`src/rtl/inst_mem_pkg.sv`:
```
// Shared definitions for the instruction-memory arbiter: FSM encoding, default sizes, requester ids.
// No logic, so there is no latency.
// No backpressure; this file holds types and constants only.
package inst_mem_pkg;

  localparam int AW_DEF    = 10;  // 1024-word instruction memory
  localparam int DW_DEF    = 32;  // instruction word width
  localparam int BURST_DEF = 4;   // words per fetch burst

  typedef enum logic [2:0] {
    S_IDLE  = 3'd0,
    S_FETCH = 3'd1,
    S_DRAIN = 3'd2,
    S_LDWR  = 3'd3,
    S_LDRD  = 3'd4
  } state_t;

  localparam logic REQ_FETCH = 1'b0;
  localparam logic REQ_LD    = 1'b1;

endpackage

```
`src/rtl/inst_rr_arb2.sv`:
```
// Two-way arbiter between the fetch unit and the host loader; optional macro INST_ARB_RR_EN.
// Grants are combinational from the qualified requests; the pointer updates on the granting edge.
// No backpressure: a losing requester simply keeps its request up until it is granted.
module inst_rr_arb2
  import inst_mem_pkg::*;
(
  input  logic i_clk,
  input  logic i_rst_n,
  input  logic i_req_f,
  input  logic i_req_l,
  output logic o_gnt_f,
  output logic o_gnt_l
);

`ifdef INST_ARB_RR_EN
  logic r_last;    // requester served most recently
  logic w_l_wins;

  // On a tie the requester that was not served last takes the port
  always_comb begin
    w_l_wins = 1'b0;
    if (i_req_l && !i_req_f) begin
      w_l_wins = 1'b1;
    end else if (i_req_l && i_req_f) begin
      w_l_wins = (r_last == REQ_FETCH);
    end
    o_gnt_l = w_l_wins;
    o_gnt_f = i_req_f && !w_l_wins;
  end

  // Pointer follows every grant; the reset value lets fetch win the first tie
  always_ff @(posedge i_clk or negedge i_rst_n) begin
    if (!i_rst_n) begin
      r_last <= REQ_LD;
    end else if (o_gnt_f) begin
      r_last <= REQ_FETCH;
    end else if (o_gnt_l) begin
      r_last <= REQ_LD;
    end
  end
`else
  // Clock and reset only feed the round-robin pointer, absent in this build
  logic w_unused;
  assign w_unused = i_clk ^ i_rst_n;

  // Fixed priority: the loader always wins, fetch takes the port only when the loader is quiet
  always_comb begin
    o_gnt_l = i_req_l;
    o_gnt_f = i_req_f && !i_req_l;
  end
`endif

endmodule

```
`src/rtl/inst_mem_arbiter.sv`:
```
// Shares one single-port sync-read instruction memory between the host loader and the fetch unit; tie policy set by INST_ARB_RR_EN.
// Latency: f_req->f_gnt 1 cycle, f_gnt->first f_valid 2 cycles; loader ld_ack one cycle after its memory access.
// No fetch backpressure; requests are held by the requester until f_gnt/ld_ack, and a burst is never interrupted.
module inst_mem_arbiter
  import inst_mem_pkg::*;
#(
  parameter int AW    = AW_DEF,
  parameter int DW    = DW_DEF,
  parameter int BURST = BURST_DEF
) (
  input  logic          BRAM_clk,
  input  logic          BRAM_rst,
  input  logic          ld_req,
  input  logic          ld_we,
  input  logic [AW-1:0] ld_addr,
  input  logic [DW-1:0] ld_wdata,
  output logic          ld_ack,
  output logic [DW-1:0] ld_rdata,
  input  logic          f_req,
  input  logic [AW-1:0] f_addr,
  output logic          f_gnt,
  output logic          f_valid,
  output logic [DW-1:0] f_data,
  output logic          f_last,
  output logic          mem_en,
  output logic          mem_we,
  output logic [AW-1:0] mem_addr,
  output logic [DW-1:0] mem_wdata,
  input  logic [DW-1:0] mem_rdata
);

  localparam int CW = $clog2(BURST);

  state_t        r_state;
  state_t        w_next;
  logic [AW-1:0] r_base;
  logic [CW-1:0] r_cnt;
  logic          r_f_gnt;
  logic          r_ld_ack;
  logic          r_rd_ack;
  logic          r_rd_pend;
  logic          r_rd_last;
  logic          r_f_valid;
  logic          r_f_last;
  logic [DW-1:0] r_f_data;
  logic          w_idle;
  logic          w_ld_req;
  logic          w_gnt_f;
  logic          w_gnt_l;
  logic          w_cnt_end;

  assign w_idle    = (r_state == S_IDLE);
  // The loader is ignored in its own ack cycle so a request still up there is not served twice
  assign w_ld_req  = ld_req && !r_ld_ack;
  assign w_cnt_end = (r_cnt == CW'(BURST - 1));

  inst_rr_arb2 u_arb (
    .i_clk   (BRAM_clk),
    .i_rst_n (BRAM_rst),
    .i_req_f (w_idle && f_req),
    .i_req_l (w_idle && w_ld_req),
    .o_gnt_f (w_gnt_f),
    .o_gnt_l (w_gnt_l)
  );

  // State register
  always_ff @(posedge BRAM_clk or negedge BRAM_rst) begin
    if (!BRAM_rst) begin
      r_state <= S_IDLE;
    end else begin
      r_state <= w_next;
    end
  end

  // Next state and the memory port; the port is idle (all zero) outside access states
  always_comb begin
    w_next    = r_state;
    mem_en    = 1'b0;
    mem_we    = 1'b0;
    mem_addr  = '0;
    mem_wdata = '0;
    case (r_state)
      S_IDLE: begin
        if (w_gnt_f) begin
          w_next = S_FETCH;
        end else if (w_gnt_l) begin
          w_next = ld_we ? S_LDWR : S_LDRD;
        end
      end
      S_FETCH: begin
        mem_en   = 1'b1;
        mem_addr = r_base + AW'(r_cnt);   // wraps modulo 2^AW
        if (w_cnt_end) begin
          w_next = S_DRAIN;
        end
      end
      S_DRAIN: begin
        w_next = S_IDLE;
      end
      S_LDWR: begin
        mem_en    = 1'b1;
        mem_we    = 1'b1;
        mem_addr  = ld_addr;
        mem_wdata = ld_wdata;
        w_next    = S_IDLE;
      end
      S_LDRD: begin
        mem_en   = 1'b1;
        mem_addr = ld_addr;
        w_next   = S_IDLE;
      end
      default: begin
        w_next = S_IDLE;
      end
    endcase
  end

  // Burst base/counter plus the grant and ack pulses
  always_ff @(posedge BRAM_clk or negedge BRAM_rst) begin
    if (!BRAM_rst) begin
      r_base   <= '0;
      r_cnt    <= '0;
      r_f_gnt  <= 1'b0;
      r_ld_ack <= 1'b0;
      r_rd_ack <= 1'b0;
    end else begin
      r_f_gnt <= w_gnt_f;
      if (w_gnt_f) begin
        r_base <= f_addr;
        r_cnt  <= '0;
      end else if (r_state == S_FETCH) begin
        r_cnt <= r_cnt + 1'b1;
      end
      r_ld_ack <= (r_state == S_LDWR) || (r_state == S_LDRD);
      r_rd_ack <= (r_state == S_LDRD);
    end
  end

  // Fetch return path: one stage to meet the synchronous read data, then the output register
  always_ff @(posedge BRAM_clk or negedge BRAM_rst) begin
    if (!BRAM_rst) begin
      r_rd_pend <= 1'b0;
      r_rd_last <= 1'b0;
      r_f_valid <= 1'b0;
      r_f_last  <= 1'b0;
      r_f_data  <= '0;
    end else begin
      r_rd_pend <= (r_state == S_FETCH);
      r_rd_last <= (r_state == S_FETCH) && w_cnt_end;
      r_f_valid <= r_rd_pend;
      r_f_last  <= r_rd_last;
      r_f_data  <= r_rd_pend ? mem_rdata : '0;
    end
  end

  assign f_gnt   = r_f_gnt;
  assign f_valid = r_f_valid;
  assign f_last  = r_f_last;
  assign f_data  = r_f_data;
  assign ld_ack  = r_ld_ack;
  // Loader read data arrives in the ack cycle and is passed through only while ld_ack is high
  assign ld_rdata = r_rd_ack ? mem_rdata : '0;

endmodule

```
`config.mk`:
```
export PLATFORM = sky130hd
export DESIGN_NAME = inst_mem_arbiter
export DESIGN_NICKNAME = d
export VERILOG_FILES = /design/src/rtl/inst_mem_pkg.sv /design/src/rtl/inst_rr_arb2.sv /design/src/rtl/inst_mem_arbiter.sv
export SDC_FILE = /design/constraint.sdc
export NUM_CORES = 1
export LEC_CHECK = 0
export ABC_AREA = 1
export CORE_MARGIN = 8
export CORE_UTILIZATION = 30
export CTS_CLUSTER_DIAMETER = 200
export DETAILED_ROUTE_END_ITERATION = 8
export PLACE_DENSITY = 0.71
export SETUP_SLACK_MARGIN = 0.2
export SLEW_MARGIN = 5
export SYNTH_ARGS = -nofsm -noshare
export SYNTH_HDL_FRONTEND = slang
export SYNTH_HIERARCHICAL = 1
export SYNTH_SLANG_ARGS = --single-unit
```
`constraint.sdc`:
```
create_clock -name BRAM_clk -period 3 [get_ports BRAM_clk]
set_clock_uncertainty 0.05 [all_clocks]
set_input_delay 0.45 -clock BRAM_clk [delete_from_list [all_inputs] [get_ports BRAM_clk]]
set_output_delay 0.45 -clock BRAM_clk [all_outputs]
set_load 0.01 [all_outputs]
```
Word-level counts from Yosys, hierarchy flattened --
Index checks and enable logic that the tools add are counted.
Operators by class: add/subtract/negate cells 2, eq/ne operators 6, mux-type cells 13, reduce and logical (&&, ||, !) cells 13
Operators by type and width (number):
- $mux 32 | 3
- $pmux 10 s2 | 1
- $mux 3 | 4
- $add 10x2->10 | 1
- $pmux 3 s2 | 1
- $logic_and 1x1->1 | 5
- $mux 2 | 2
- $eq 3x1->1 const B | 1
- $eq 3x2->1 const B | 1
- $eq 3x3->1 const B | 1
- $logic_not 3->1 | 1
- $ne 3x1->1 const B | 1
- $reduce_or 3->1 | 1
- $add 2x1->2 const B | 1
- $eq 2x2->1 const B | 1
- $logic_not 1->1 | 2
- $mux 1 | 2
- $ne 2x2->1 const B | 1
- $reduce_and 2->1 | 1
- $reduce_bool 2->1 | 1
- $reduce_or 2->1 | 1
- $logic_or 1x1->1 | 1
Word-level totals: bits in registers 54, input port bits 89

Depth between registers and ports, before layout --
depth in word-level cells 7, gate-level depth with buffers 10, depth with buffers taken out 10

By module --
The synthesis kept the hierarchy.
By module, submodules not included:
- inst_mem_arbiter | times used 1, cells an instance 392, area each 2780.2 um^2
- inst_rr_arb2 | times used 1, cells an instance 3, area each 17.5 um^2

Least setup slack after synthesis --
No wires, ideal clock.
path type reg2out, start register r_cnt[0], end output mem_addr[6], data arrival time 1.498 ns, required time 2.500 ns, path slack 1.002 ns, stages on the path, launching flop included 9, path buffers 0, path through dfrtp_1 ha_1 inv_1 fa_1 nor2_2 inv_1 o21ai_0 nand3_1 nand2_1
Between the ends: cells in the longest elaborated chain, start to end 2
RTL lines:
- from (decl) | RTL line inst_mem_arbiter.sv:37 | logic [CW-1:0] r_cnt;
- from (signal assigned) | RTL line inst_mem_arbiter.sv:132 | r_cnt <= r_cnt + 1'b1;
- $add 10x2->10 | RTL line inst_mem_arbiter.sv:92 | mem_addr = r_base + AW'(r_cnt);
- $pmux 10 s2 | RTL line inst_mem_arbiter.sv:82 | case (r_state)
- to (decl) | RTL line inst_mem_arbiter.sv:27 | output logic [AW-1:0] mem_addr,
Every way passes these cells.

Worst setup path after layout --
start register r_base[0], end output mem_addr[2]
Between the ends: cells in the longest elaborated chain, start to end 2
RTL lines:
- from (decl) | RTL line inst_mem_arbiter.sv:36 | logic [AW-1:0] r_base;
- from (signal assigned) | RTL line inst_mem_arbiter.sv:129 | r_base <= f_addr;
- $add 10x2->10 | RTL line inst_mem_arbiter.sv:92
- $pmux 10 s2 | RTL line inst_mem_arbiter.sv:82
Every way passes these cells.

==> flow_summary_export.csv <==
group,metric,value,unit
global_route,grt-ovfl-total,0,
floorplan,core_area,0.00915,mm²
cts,cts_max_level,2,
floorplan,dieHeight,113,µm
setup_path,worstPathMaxFanout,3,
finish,syn2layout_area_growth,79.4,%
detailed_routing,drtIter0Drc,97,
setup_path,required,2500,ps
detailed_routing,ant_nets,0,
finish,drive_gt1_share,4.71,%
timing,fin_crit_sh,88.1,%
cts,path_clk_slew,100,ps
setup_path,arrival,2140,ps
detailed_routing,viasPerCell,4.22,
setup_path,ff2ff_setup_slack,1060,ps
cts,cts_tree,"done",
timing,slew_violations,0,
finish,layoutNonFillerInstCount,705,
cts,clockBufferDepth,2,
setup_path,critPathMostFrequentCell,"inv_1",
setup_path,r2r_cells,11,
timing,fin_setup_tns,0,ps
finish,fin_nets,686,
timing,rsz0062_at_grt,"no",
logic_synthesis,yosys-top-cells-count,"122 x inv_1, 111 x nand2_1, 54 x dfrtp_1",
floorplan,io_pins,201,
logic_synthesis,yosysWarnings,6,
logic_synthesis,ys.flop_type,"dfrtp_1",
global_route,grt_max_degree,38,
logic_synthesis,synth_top_area_share,48.3,%
timing,worst_hold_slack,187,ps
setup_path,crit_type,"flop to output port",
timing,fmaxAchievable,378,MHz
global_route,grt_pass1_wl,15.0,mm
cts,cts_made_buffers,5,
finish,fill_cells,838,
floorplan,dieArea,0.0127,mm²
logic_synthesis,synthArstFlopShare,100,%
status,outcome,"finished, final reports clean",
logic_synthesis,synthCells,395,
finish,antenna_cells,0,
timing,slew_headroom,29.9,%
logic_synthesis,ys_seq_elements,54,
timing,min_period,2640,ps
logic_synthesis,yosysMostFrequentCell,"inv_1",
pwr,ir_drop,0.000298,V
logic_synthesis,synth_area_leaders,"dfrtp_1 48%, inv_1 16%, nand2_1 15%, nor2_1 5.8%, o21ai_0 2.7%",
finish,multi_input_area,915,µm²
pwr,power,3410,µW
min_path,hp-class,"primary input to async pin",
setup_path,slowest_delay,560,ps
placement,gp_congestion,0.893,
cts,cts-root-buf,"clkbuf_8",
detailed_routing,wirelength,9.47,mm
placement,dp.cells,696,
setup_path,startpoint,"r_base[0]",
placement,pre_cts_slack,348,ps
setup_path,crit_path_end,"mem_addr[2]",
setup_path,worstSetupEndpointType,"output port",
setup_path,cp_cell_sequence,"ha_1 > inv_1 > fa_2 > inv_1 > o21ai_0 > o21ai_2 > clkdlybuf4s50_1",
logic_synthesis,synth_edf_count,0,
timing,layout_setup_ws,357,ps
logic_synthesis,seq_area_frac_synth,48.3,%
flow_run,maxCapViolCount,0,
global_route,grt_pass1_vias,3038,
pwr,powerDensity,680,mW/mm²
placement,dp_hpwl,7.91,mm
cts,cts.sink_count,54,
detailed_routing,first_pass_iters,4,
floorplan,die_w,113,µm
finish,seq_area,0.00135,mm²
setup_path,r2r_end,"r_state[1]",
logic_synthesis,synthDistinctLibCells,25,
detailed_routing,drc,0,
timing,finalHoldViolCount,0,
setup_path,r2r-start,"r_state[1]",
setup_path,worst_setup_path_start_kind,"flop",
timing,setup_viol,0,
floorplan,rows,35,
floorplan,initial_utilization,30.6,%
detailed_routing,vias,2976,
logic_synthesis,synth_top_area_cell,"dfrtp_1",
pwr,total_leakage_power,0.00283,µW
logic_synthesis,syn-num-nets,488,
timing,worst_pin_slew,1050,ps
logic_synthesis,synth.avg_cell_area,7.08,µm²
detailed_routing,wl_per_cell,13.4,µm
setup_path,crit_path_top_delay_cell,"clkdlybuf4s50_1",
cts,insertion_delay,300,ps
global_route,antenna_found_initial,0,
logic_synthesis,synth_area,0.00280,mm²
global_route,grt.total_usage,14.5,%
placement,portBuffers,200,
## cells by family (layout without fill, tap and decap cells)
family          Yosys count  in the layout  share of synthesized area (%)
buf+inv                 138            337                           19.2
fa+ha+maj                 4              4                           2.06
simple gates            174            174                           25.2
flops                    54             54                           48.3
compound gates           25             25                           5.28
## timing repair
action                                  4_1_cts  5_1_grt
hold buffers                                  0        0
buffers inserted                              1        0
endpoints found under the setup margin        3        4
pin swaps                                     1        0
resized for setup                             3        4
endpoints found under the hold margin         0        0
## per-layer routing
metal	wire (µm)	part of all wire, %	track usage, %	vias up
met2	4800	51	26.9	128
met3	878	9.3	5.58	8
met1	3700	39	15.0	1336
met4	94	0.99	3.15	0
met5	0	0	0	-
li1	-	-	-	1504
## where the power goes
| part | total [µW] | switching [µW] | internal (µW) |
|---|---|---|---|
| Sequential | 1100 | 158 | 944 |
| Combinational | 1820 | 923 | 900 |
| Clock | 489 | 239 | 250 |
| Total | 3410 | 1320 | 2090 |
## cell type report
| type | instances | share of cell area (%) |
|---|---|---|
| repair buffers | 205 | 40.6 |
| well taps | 111 | 2.77 |
| flip-flops and latches | 54 | 26.9 |
| clock inverters | 3 | 0.872 |
| clock buffers | 5 | 1.37 |
| multi-input cells | 203 | 18.2 |
| inverters | 124 | 9.27 |
## per-stage QoR
| step | instance area [µm²] | utilization, % |
|---|---|---|
| floorplan | 2800 | - |
| global placement | 4890 | 53.5 |
| detailed placement | 4890 | 53.5 |
| CTS | 5010 | 54.8 |
| global route | 5020 | 54.8 |
| finish | 5020 | 54.8 |
## worst min path at each step
stage                          from         end  cells past startpoint
final                      BRAM_rst  f_data[10]                      1
after global routing       BRAM_rst  f_data[11]                      1
after CTS                  BRAM_rst  f_data[10]                      1
after detailed placement  r_rd_last      f_last                      0
after global placement    r_rd_last      f_last                      0
after floorplan            BRAM_rst   f_data[0]                      0
## flip-flops by register name (all words and copies together), names as in the netlist, 2 cells and up
register / count
f_data: 32
r_state: 3
r_base: 10
r_cnt: 2
## critical path: cells and delay by family, from the launching register on
kind / cells / cell delay [ps]
buffers and inverters: 3 / 680
adder cells (fa/ha/maj): 2 / 550
flip-flops: 1 / 380
AO/OA/AOI/OAI: 2 / 220
## layout by cell type (no fill, tap or decap)
cell type	instances
nand4_1	2
o2bb2ai_1	1
nor2_4	2
o21ai_0	14
dfrtp_1	54
buf_2	1
a22o_1	1
fa_2	1
a21oi_1	2
nor2_1	43
inv_2	2
nand3_1	11
ha_1	3
dlymetal6s2s_1	2
dlygate4sd2_1	2
clkinv_2	1
nand2_2	3
o21ai_2	3
nand2_1	110
buf_4	5
a31oi_1	1
inv_1	122
nand2_4	1
clkdlybuf4s50_1	195
a211oi_1	1
inv_6	1
bufinv_16	1
clkbuf_8	5
o21ai_1	2
nor2_2	2
Note: power is estimated with default switching activity, not from simulation.
